===== src/rtl/hazard_pkg.sv =====
// Shared constants and types for the ID-stage hazard scoreboard.
package hazard_pkg;

  localparam int unsigned LAT_W_DEF = 3;

  localparam logic [5:0] OP_SPECIAL    = 6'd0;
  localparam logic [5:0] FUNCT_SYSCALL = 6'b001100;
  localparam logic [4:0] V0_REG        = 5'd2;

  typedef logic [LAT_W_DEF-1:0] lat_t;

endpackage


===== src/rtl/hazard_scoreboard.sv =====
// Per-register countdown scoreboard: two source read ports plus a $v0 read,
// with a saturating decrement and max-merge on each new write.
module hazard_scoreboard
  import hazard_pkg::*;
#(
  parameter int unsigned NREG  = 32,
  parameter int unsigned REG_W = 5,
  parameter int unsigned LAT_W = 3
) (
  input  logic             clk,
  input  logic             rst,
  input  logic [REG_W-1:0] rs_i,
  input  logic [REG_W-1:0] rt_i,
  input  logic             wr_en_i,
  input  logic [REG_W-1:0] wr_reg_i,
  input  logic [LAT_W-1:0] wr_lat_i,
  output logic [LAT_W-1:0] rs_cnt_c,
  output logic [LAT_W-1:0] rt_cnt_c,
  output logic [LAT_W-1:0] v0_cnt_c
);

  // Slots at and above NREG (and slot 0) stay zero so any index is safe.
  localparam int unsigned NSLOT = 2 ** REG_W;

  logic [LAT_W-1:0] cnt_q [NSLOT];
  logic [LAT_W-1:0] cnt_d [NSLOT];

  always_comb begin
    for (int r = 0; r < int'(NSLOT); r++) begin
      cnt_d[r] = '0;
      if (r != 0 && r < int'(NREG)) begin
        cnt_d[r] = (cnt_q[r] != '0) ? cnt_q[r] - LAT_W'(1) : '0;
        // Max-merge keeps an older, longer producer visible (WAW).
        if (wr_en_i && wr_reg_i == REG_W'(r) && wr_lat_i > cnt_d[r]) begin
          cnt_d[r] = wr_lat_i;
        end
      end
    end
  end

  always_ff @(posedge clk or posedge rst) begin
    if (rst) begin
      for (int r = 0; r < int'(NSLOT); r++) begin
        cnt_q[r] <= '0;
      end
    end else begin
      for (int r = 0; r < int'(NSLOT); r++) begin
        cnt_q[r] <= cnt_d[r];
      end
    end
  end

  assign rs_cnt_c = cnt_q[rs_i];
  assign rt_cnt_c = cnt_q[rt_i];
  assign v0_cnt_c = cnt_q[REG_W'(V0_REG)];

endmodule


===== src/rtl/hazard_scoreboard_unit.sv =====
// ID-stage hazard unit: latency-aware RAW stalls, syscall $v0 hold,
// pipeline freeze controls and a saturating stall counter.
module hazard_scoreboard_unit
  import hazard_pkg::*;
#(
  parameter int unsigned NREG  = 32,
  parameter int unsigned REG_W = 5,
  parameter int unsigned LAT_W = 3,
  parameter int unsigned CNT_W = 32
) (
  input  logic             clk,
  input  logic             rst,
  input  logic             id_valid,
  input  logic [REG_W-1:0] id_rs,
  input  logic [REG_W-1:0] id_rt,
  input  logic             id_use_rs,
  input  logic             id_use_rt,
  input  logic [5:0]       id_op,
  input  logic [5:0]       id_funct,
  input  logic             id_wr_en,
  input  logic [REG_W-1:0] id_wr_reg,
  input  logic [LAT_W-1:0] id_wr_lat,
  input  logic             id_flush,
  output logic             hazard,
  output logic             pc_write,
  output logic             ir_write,
  output logic             hazard_pc_src,
  output logic [CNT_W-1:0] stall_count
);

  logic [LAT_W-1:0] rs_cnt_c, rt_cnt_c, v0_cnt_c;
  logic             raw_c, sys_c, stall_c, issue_c;
  logic             ex_wr_v0_q, ex_wr_v0_d;
  logic [CNT_W-1:0] stall_count_q, stall_count_d;

  hazard_scoreboard #(
    .NREG (NREG),
    .REG_W(REG_W),
    .LAT_W(LAT_W)
  ) u_sb (
    .clk     (clk),
    .rst     (rst),
    .rs_i    (id_rs),
    .rt_i    (id_rt),
    .wr_en_i (issue_c & id_wr_en),
    .wr_reg_i(id_wr_reg),
    .wr_lat_i(id_wr_lat),
    .rs_cnt_c(rs_cnt_c),
    .rt_cnt_c(rt_cnt_c),
    .v0_cnt_c(v0_cnt_c)
  );

  // Stall is judged on pre-update counters, so a self-dependent source sees the old value.
  always_comb begin
    raw_c   = (id_use_rs && rs_cnt_c != '0) || (id_use_rt && rt_cnt_c != '0);
    sys_c   = (id_op == OP_SPECIAL) && (id_funct == FUNCT_SYSCALL) &&
              (v0_cnt_c != '0 || ex_wr_v0_q);
    stall_c = id_valid && !id_flush && (raw_c || sys_c);
    issue_c = id_valid && !id_flush && !stall_c;

    ex_wr_v0_d    = issue_c && id_wr_en && (id_wr_reg == REG_W'(V0_REG));
    stall_count_d = stall_count_q;
    if (stall_c && stall_count_q != '1) begin
      stall_count_d = stall_count_q + CNT_W'(1);
    end
  end

  always_ff @(posedge clk or posedge rst) begin
    if (rst) begin
      ex_wr_v0_q    <= 1'b0;
      stall_count_q <= '0;
    end else begin
      ex_wr_v0_q    <= ex_wr_v0_d;
      stall_count_q <= stall_count_d;
    end
  end

  assign hazard        = !stall_c;
  assign pc_write      = !stall_c;
  assign ir_write      = !stall_c;
  assign hazard_pc_src = stall_c;
  assign stall_count   = stall_count_q;

endmodule


===== config.mk =====
export PLATFORM = sky130hd
export DESIGN_NAME = hazard_scoreboard_unit
export DESIGN_NICKNAME = d
export VERILOG_FILES = /design/src/rtl/hazard_pkg.sv /design/src/rtl/hazard_scoreboard.sv /design/src/rtl/hazard_scoreboard_unit.sv
export SDC_FILE = /design/constraint.sdc
export NUM_CORES = 1
export LEC_CHECK = 0
export CAP_MARGIN = 20
export CORE_AREA = 2 2 138 140
export DETAILED_ROUTE_END_ITERATION = 10
export DIE_AREA = 0 0 140 142
export PLACE_DENSITY = 0.77
export SYNTH_ARGS = -nofsm -noshare
export SYNTH_HDL_FRONTEND = slang
export SYNTH_SLANG_ARGS = --single-unit
export TNS_END_PERCENT = 30

===== constraint.sdc =====
create_clock -name clk -period 3.7 [get_ports clk]
set_input_delay 0.37 -clock clk [delete_from_list [all_inputs] [get_ports clk]]
set_output_delay 0.37 -clock clk [all_outputs]
set_load 0.05 [all_outputs]

# Word-level counts from Yosys, hierarchy flattened
# Index checks and enable logic that the tools add are counted.
# word_totals
register_bits	126
inputBits	37
out_inout_bits	36
wordCells	313
# classes
n_addsub	32
order_cmp	33
eq_ne	33
n_mux	68
bitwise	3
reduce_logical	111
# op_table
cell	n
$mux W3	66
$reduce_bool A3 Y1	33
$gt A3 B3 Y1	31
$sub A3 B1 Y3 const B	31
$eq A5 B5 Y1 const B	16
$logic_and A1 B1 Y1	72
$eq A5 B4 Y1 const B	8
$add A32 B1 Y32 const B	1
$ne A32 B32 Y1 const B	1
$bmux W3 S5	2
$eq A5 B3 Y1 const B	4
$ge A6 B6 Y1 const B	2
$not A5 Y6	2
$eq A5 B2 Y1 const B	2
$eq A6 B4 Y1 const B	1
$logic_not A6 Y1	1
$eq A5 B1 Y1 const B	1
$logic_or A1 B1 Y1	3
$logic_not A1 Y1	2
$and A1 B1 Y1	1

# Longest topological paths before layout
# depth
ltp_word	15
mapped_depth	11
ltp_nobuf	11

# By module
# From an unflattened synthesis, not the netlist that was laid out.
# hier_totals
hier_cells	928
area_unflattened_um2	10163.5
# by_module_without_submodules
module	instances	cells_per_inst	area_each_um2	seq_area_each_um2
hazard_scoreboard	1	758	8346.8	2327.2
hazard_scoreboard_unit	1	170	1816.7	825.8

# Worst setup path after synthesis
# Ideal clock, no wire load.
# synth_path
path_kind	in2out
from	input id_rs[1]
to	output hazard_pc_src
arrival_ns	3.192
required_time_ns	3.330
slack_ns	0.138
stages	10
path_buffers	3
cell_sequence	buf_2 nor4_1 a21oi_1 a211o_1 a311o_1 a311oi_2 buf_2 buf_2 nand2b_1 inv_1
# synth_between
elab_chain_len	9
# synth_rtl
element	line	rtl
start: declaration	hazard_scoreboard_unit.sv:14	input logic [REG_W-1:0] id_rs,
$not A5 Y6 (not written as such)	hazard_scoreboard.sv:53	assign rs_cnt_c = cnt_q[rs_i];
$bmux W3 S5	hazard_scoreboard.sv:53	
$mux W3 (not written as such) (2 in series)	hazard_scoreboard.sv:53	
$reduce_bool A3 Y1	hazard_scoreboard_unit.sv:55	raw_c = (id_use_rs && rs_cnt_c != '0) || (id_use_rt && rt_cnt_c != '0);
$logic_and A1 B1 Y1	hazard_scoreboard_unit.sv:55	
$logic_or A1 B1 Y1	hazard_scoreboard_unit.sv:55	
$logic_or A1 B1 Y1	hazard_scoreboard_unit.sv:58	stall_c = id_valid && !id_flush && (raw_c || sys_c);
$logic_and A1 B1 Y1	hazard_scoreboard_unit.sv:58	
end: declaration	hazard_scoreboard_unit.sv:27	output logic hazard_pc_src,
# No other way between the ends. The select of a mux whose other input is x is not followed.

# Worst setup path after layout
# layout_path
from	register u_sb.cnt_q[39] (netlist bit)
to	output hazard_pc_src
# layout_between
elab_chain_len	8
word_cells_on_any_way	13
cone_classes	6 x mux; 7 x reduce/logical
# layout_rtl
element	line	rtl
start: declaration	hazard_scoreboard.sv:25	logic [LAT_W-1:0] cnt_q [NSLOT];
start signal: indexed assignment	hazard_scoreboard.sv:48	cnt_q[r] <= cnt_d[r];
$bmux W3 S5, on equally long branches	hazard_scoreboard.sv:53, hazard_scoreboard.sv:54	
$mux W3, on equally long branches (2 in series)	hazard_scoreboard.sv:53, hazard_scoreboard.sv:54	
$reduce_bool A3 Y1	hazard_scoreboard_unit.sv:55	
$logic_and A1 B1 Y1	hazard_scoreboard_unit.sv:55	
$logic_or A1 B1 Y1 (*)	hazard_scoreboard_unit.sv:55	
$logic_or A1 B1 Y1 (*)	hazard_scoreboard_unit.sv:58	
$logic_and A1 B1 Y1 (*)	hazard_scoreboard_unit.sv:58	
# Every way passes the cells marked *; elsewhere a longest branch is shown, timed or not. The select of a mux whose other input is x is not followed.

==> flow_summary.json <==
{
  "synth_cells": 1014,
  "synth_ff_type": "dfrtp_1",
  "synth_xor_area_share_pct": 2.76,
  "portBuffers": 72,
  "hpwlAfterDp_um": 17200,
  "instances_no_fill": 1353,
  "h-tree-depth": 4,
  "ys_seq_area_share_pct": 32.0,
  "clkSlewWorstSetupHoldPaths_ns": 0.06,
  "grt_pass1_vias": 8073,
  "syn_nets": 1207,
  "cp-start-kind": "register",
  "vias": 7979,
  "synth_top_area_share_pct": 32.0,
  "fillers": 1512,
  "cts_sinks": 126,
  "core_area_um2": 18500,
  "n_antenna_cell": 0,
  "worst_pin_slew_ns": 0.714,
  "syn_area_um2": 9840,
  "wl_per_cell_um": 18.1,
  "critPathMaxFanout": 17,
  "skew_ns": 0.0118,
  "final_antenna_net_count": 0,
  "power.density_nw_per_um2": 377,
  "drive_above_1_share_pct": 13.0,
  "synth_area_leaders": "dfrtp_1 32%, ha_1 20%, mux2_2 6.5%, inv_1 5.3%, mux2i_1 3.4%",
  "dp_cells": 1319,
  "synthMuxAreaShare_pct": 13.1,
  "synth_top_family_by_area": "adder cells",
  "crit_arrival_ns": 3.22,
  "synth_fa_ha_area_share_pct": 19.8,
  "die_y_um": 142,
  "synth_area_per_cell_um2": 9.70,
  "drt_iter0_drc": 513,
  "worstSetupEndpointType": "primary output",
  "num_rows": 50,
  "max_freq_mhz": 278,
  "hold_violations": 0,
  "drtPass1Iterations": 10,
  "violations": "design-rule violations",
  "setup_viol": 0,
  "yosysWarnings": 0,
  "synth_top_area_cell": "dfrtp_1",
  "antenna_found_initial": 0,
  "utilization_pct": 63.2,
  "route.detailed.drc": 7,
  "relSlewSlack_pct": 52.4,
  "insertion_delay_ns": 0.42,
  "pin_count": 73,
  "routabilityCongestion": 0.911,
  "ir_worst_vdd_mv": 0.491,
  "cp.required_ns": 3.33,
  "cts_tree": "done",
  "numCtsBuffers": 17,
  "p_leak_nw": 5.86,
  "grt_pass1_wl_um": 40900,
  "track_usage_pct": 25.8,
  "routed_wl_um": 24500,
  "ys_ff_latch": 126,
  "yosys.area_share.simple_pct": 15.1,
  "maxCapViolCount": 0,
  "clockBufferDepth": 2,
  "synth-edff-count": 0,
  "period_share_pct": 97.1,
  "slew_violations": 0,
  "synth_async_sr_flop_share_pct": 100,
  "critPathKind": "reg -> out",
  "grt_max_degree": 127,
  "syn_to_final_growth_pct": 18.6,
  "hold_class": "reg -> reg",
  "hold_slack_ns": 0.488,
  "die_area_um2": 19900,
  "cts_root_buf": "clkbuf_16",
  "grt_overflow": 0,
  "final_nets": 1299,
  "grt_setup_unrepaired": "no",
  "synth_cell_type_count": 46,
  "die-width_um": 140,
  "initial_core_util_pct": 53.3,
  "avgViaCountPerCell": 5.90,
  "status": "complete, but fails checks",
  "synth_compound_area_share_pct": 10.5,
  "fin_crit_ns": 3.59
}
## timing repair
action	CTS	global route
setup endpoints to repair	1	4
buffers inserted	0	2
pin swaps	1	1
hold buffers	0	0
resized for setup	0	3
## critical path: stages, from the launching register on
cell,delay (ns)
dfrtp_1,0.40
nor3_1,0.46
a21oi_1,0.14
a211o_1,0.31
a311o_1,0.35
a311oi_4,0.42
buf_12,0.21
nand2b_1,0.12
buf_4,0.16
inv_1,0.05
buf_4,0.18
## registers in the layout (all words and copies together) (netlist names)
name	cells
u_sb.cnt_q	90
u_sb.v0_cnt_c	3
stall_count	32
ex_wr_v0_q	1
## cell usage after synthesis, types with 4 or more instances
master      n
nor4_1     25
ha_1      156
a311o_1     6
mux2_1      8
buf_2       7
a21oi_1    64
nand3b_1    7
mux4_2     10
and3_1      7
and2_1     32
nand2_1    22
or4b_4      4
nand4_1    19
nor4b_1     5
nor3_1     25
inv_1     139
nand2b_1    5
mux2i_1    33
mux2_2     57
a31oi_1     4
nor2b_1     4
nor2_1     77
nand3_1    20
a21o_1     30
a311oi_1   30
clkbuf_1   22
xor2_1     22
xnor2_1     9
dfrtp_1   126
nand4b_1   11
## area by class of cell
cell class | instances | area, um^2 | area share [%]
Tap cell | 234 | 293 | 2.51
Inverter | 139 | 526 | 4.50
Timing Repair Buffer | 104 | 1010 | 8.62
Sequential cell | 126 | 3150 | 27.0
Clock inverter | 11 | 156 | 1.34
Multi-Input combinational cell | 718 | 6050 | 51.9
Clock buffer | 21 | 480 | 4.12
## final timing paths
check / startpoint / endpoint / slack [ns] / cells past startpoint
max: u_sb.cnt_q[39] / hazard_pc_src / 0.11 / 10
min: stall_count[28] / stall_count[28] / 0.49 / 1
max reg2reg: u_sb.cnt_q[39] / u_sb.cnt_q[47] / 0.36 / 9
min reg2reg: stall_count[28] / stall_count[28] / 0.49 / 1
max in group asynchronous: rst / u_sb.cnt_q[56] / 2.68 / 3
min in group asynchronous: rst / u_sb.v0_cnt_c[1] / 0.51 / 3
## layout by cell type (no fill, tap or decap), types with 19 or more instances in the layout
| master | netlist | final |
|---|---|---|
| a21o_1 | 30 | 30 |
| a21oi_1 | 64 | 64 |
| a311oi_1 | 30 | 30 |
| and2_1 | 32 | 32 |
| buf_4 | 2 | 31 |
| clkdlybuf4s50_1 | 0 | 65 |
| dfrtp_1 | 126 | 126 |
| ha_1 | 156 | 156 |
| inv_1 | 139 | 138 |
| mux2_2 | 57 | 57 |
| mux2i_1 | 33 | 33 |
| nand2_1 | 22 | 22 |
| nand3_1 | 20 | 20 |
| nand4_1 | 19 | 19 |
| nor2_1 | 77 | 77 |
| nor3_1 | 25 | 23 |
| nor4_1 | 25 | 25 |
| xor2_1 | 22 | 22 |
## layer usage
| metal | global-route usage [%] | up-vias | wire length, um |
|---|---|---|---|
| met4 | 9.20 | 0 | 632 |
| met3 | 5.28 | 46 | 1360 |
| met5 | 0 | - | 0 |
| met2 | 43.0 | 256 | 11600 |
| met1 | 33.6 | 3889 | 10900 |
| li1 | - | 3788 | - |
## stage by stage
step | total power, mW | cell area [um^2] | TNS, ns | setup slack [ns]
final | 4.40 | 11700 | 0 | 0.109
after global placement | 2.59 | 11000 | -0.373 | -0.0636
after detailed placement | 2.62 | 11000 | -0.459 | -0.0829
after floorplan | 2.25 | 9840 | 0 | 0.138
after global routing | 4.62 | 11700 | 0 | 0.0435
after CTS | 4.42 | 11600 | 0 | 0.0247
## report_power, final
group | internal (mW) | total [mW] | switching (mW)
Sequential | 1.47 | 1.58 | 0.110
Clock | 1.14 | 1.78 | 0.642
Combinational | 0.411 | 1.04 | 0.624
## logic make-up after synthesis
group	count (synthesis)
xor gates and xnor gates	31
DFF	126
AOI/OAI and AO/OA	151
buffers and inverters	170
and+or+nand+nor	272
adders and majority gates	156
muxes	108
Note: power is estimated with default switching activity, not from simulation.
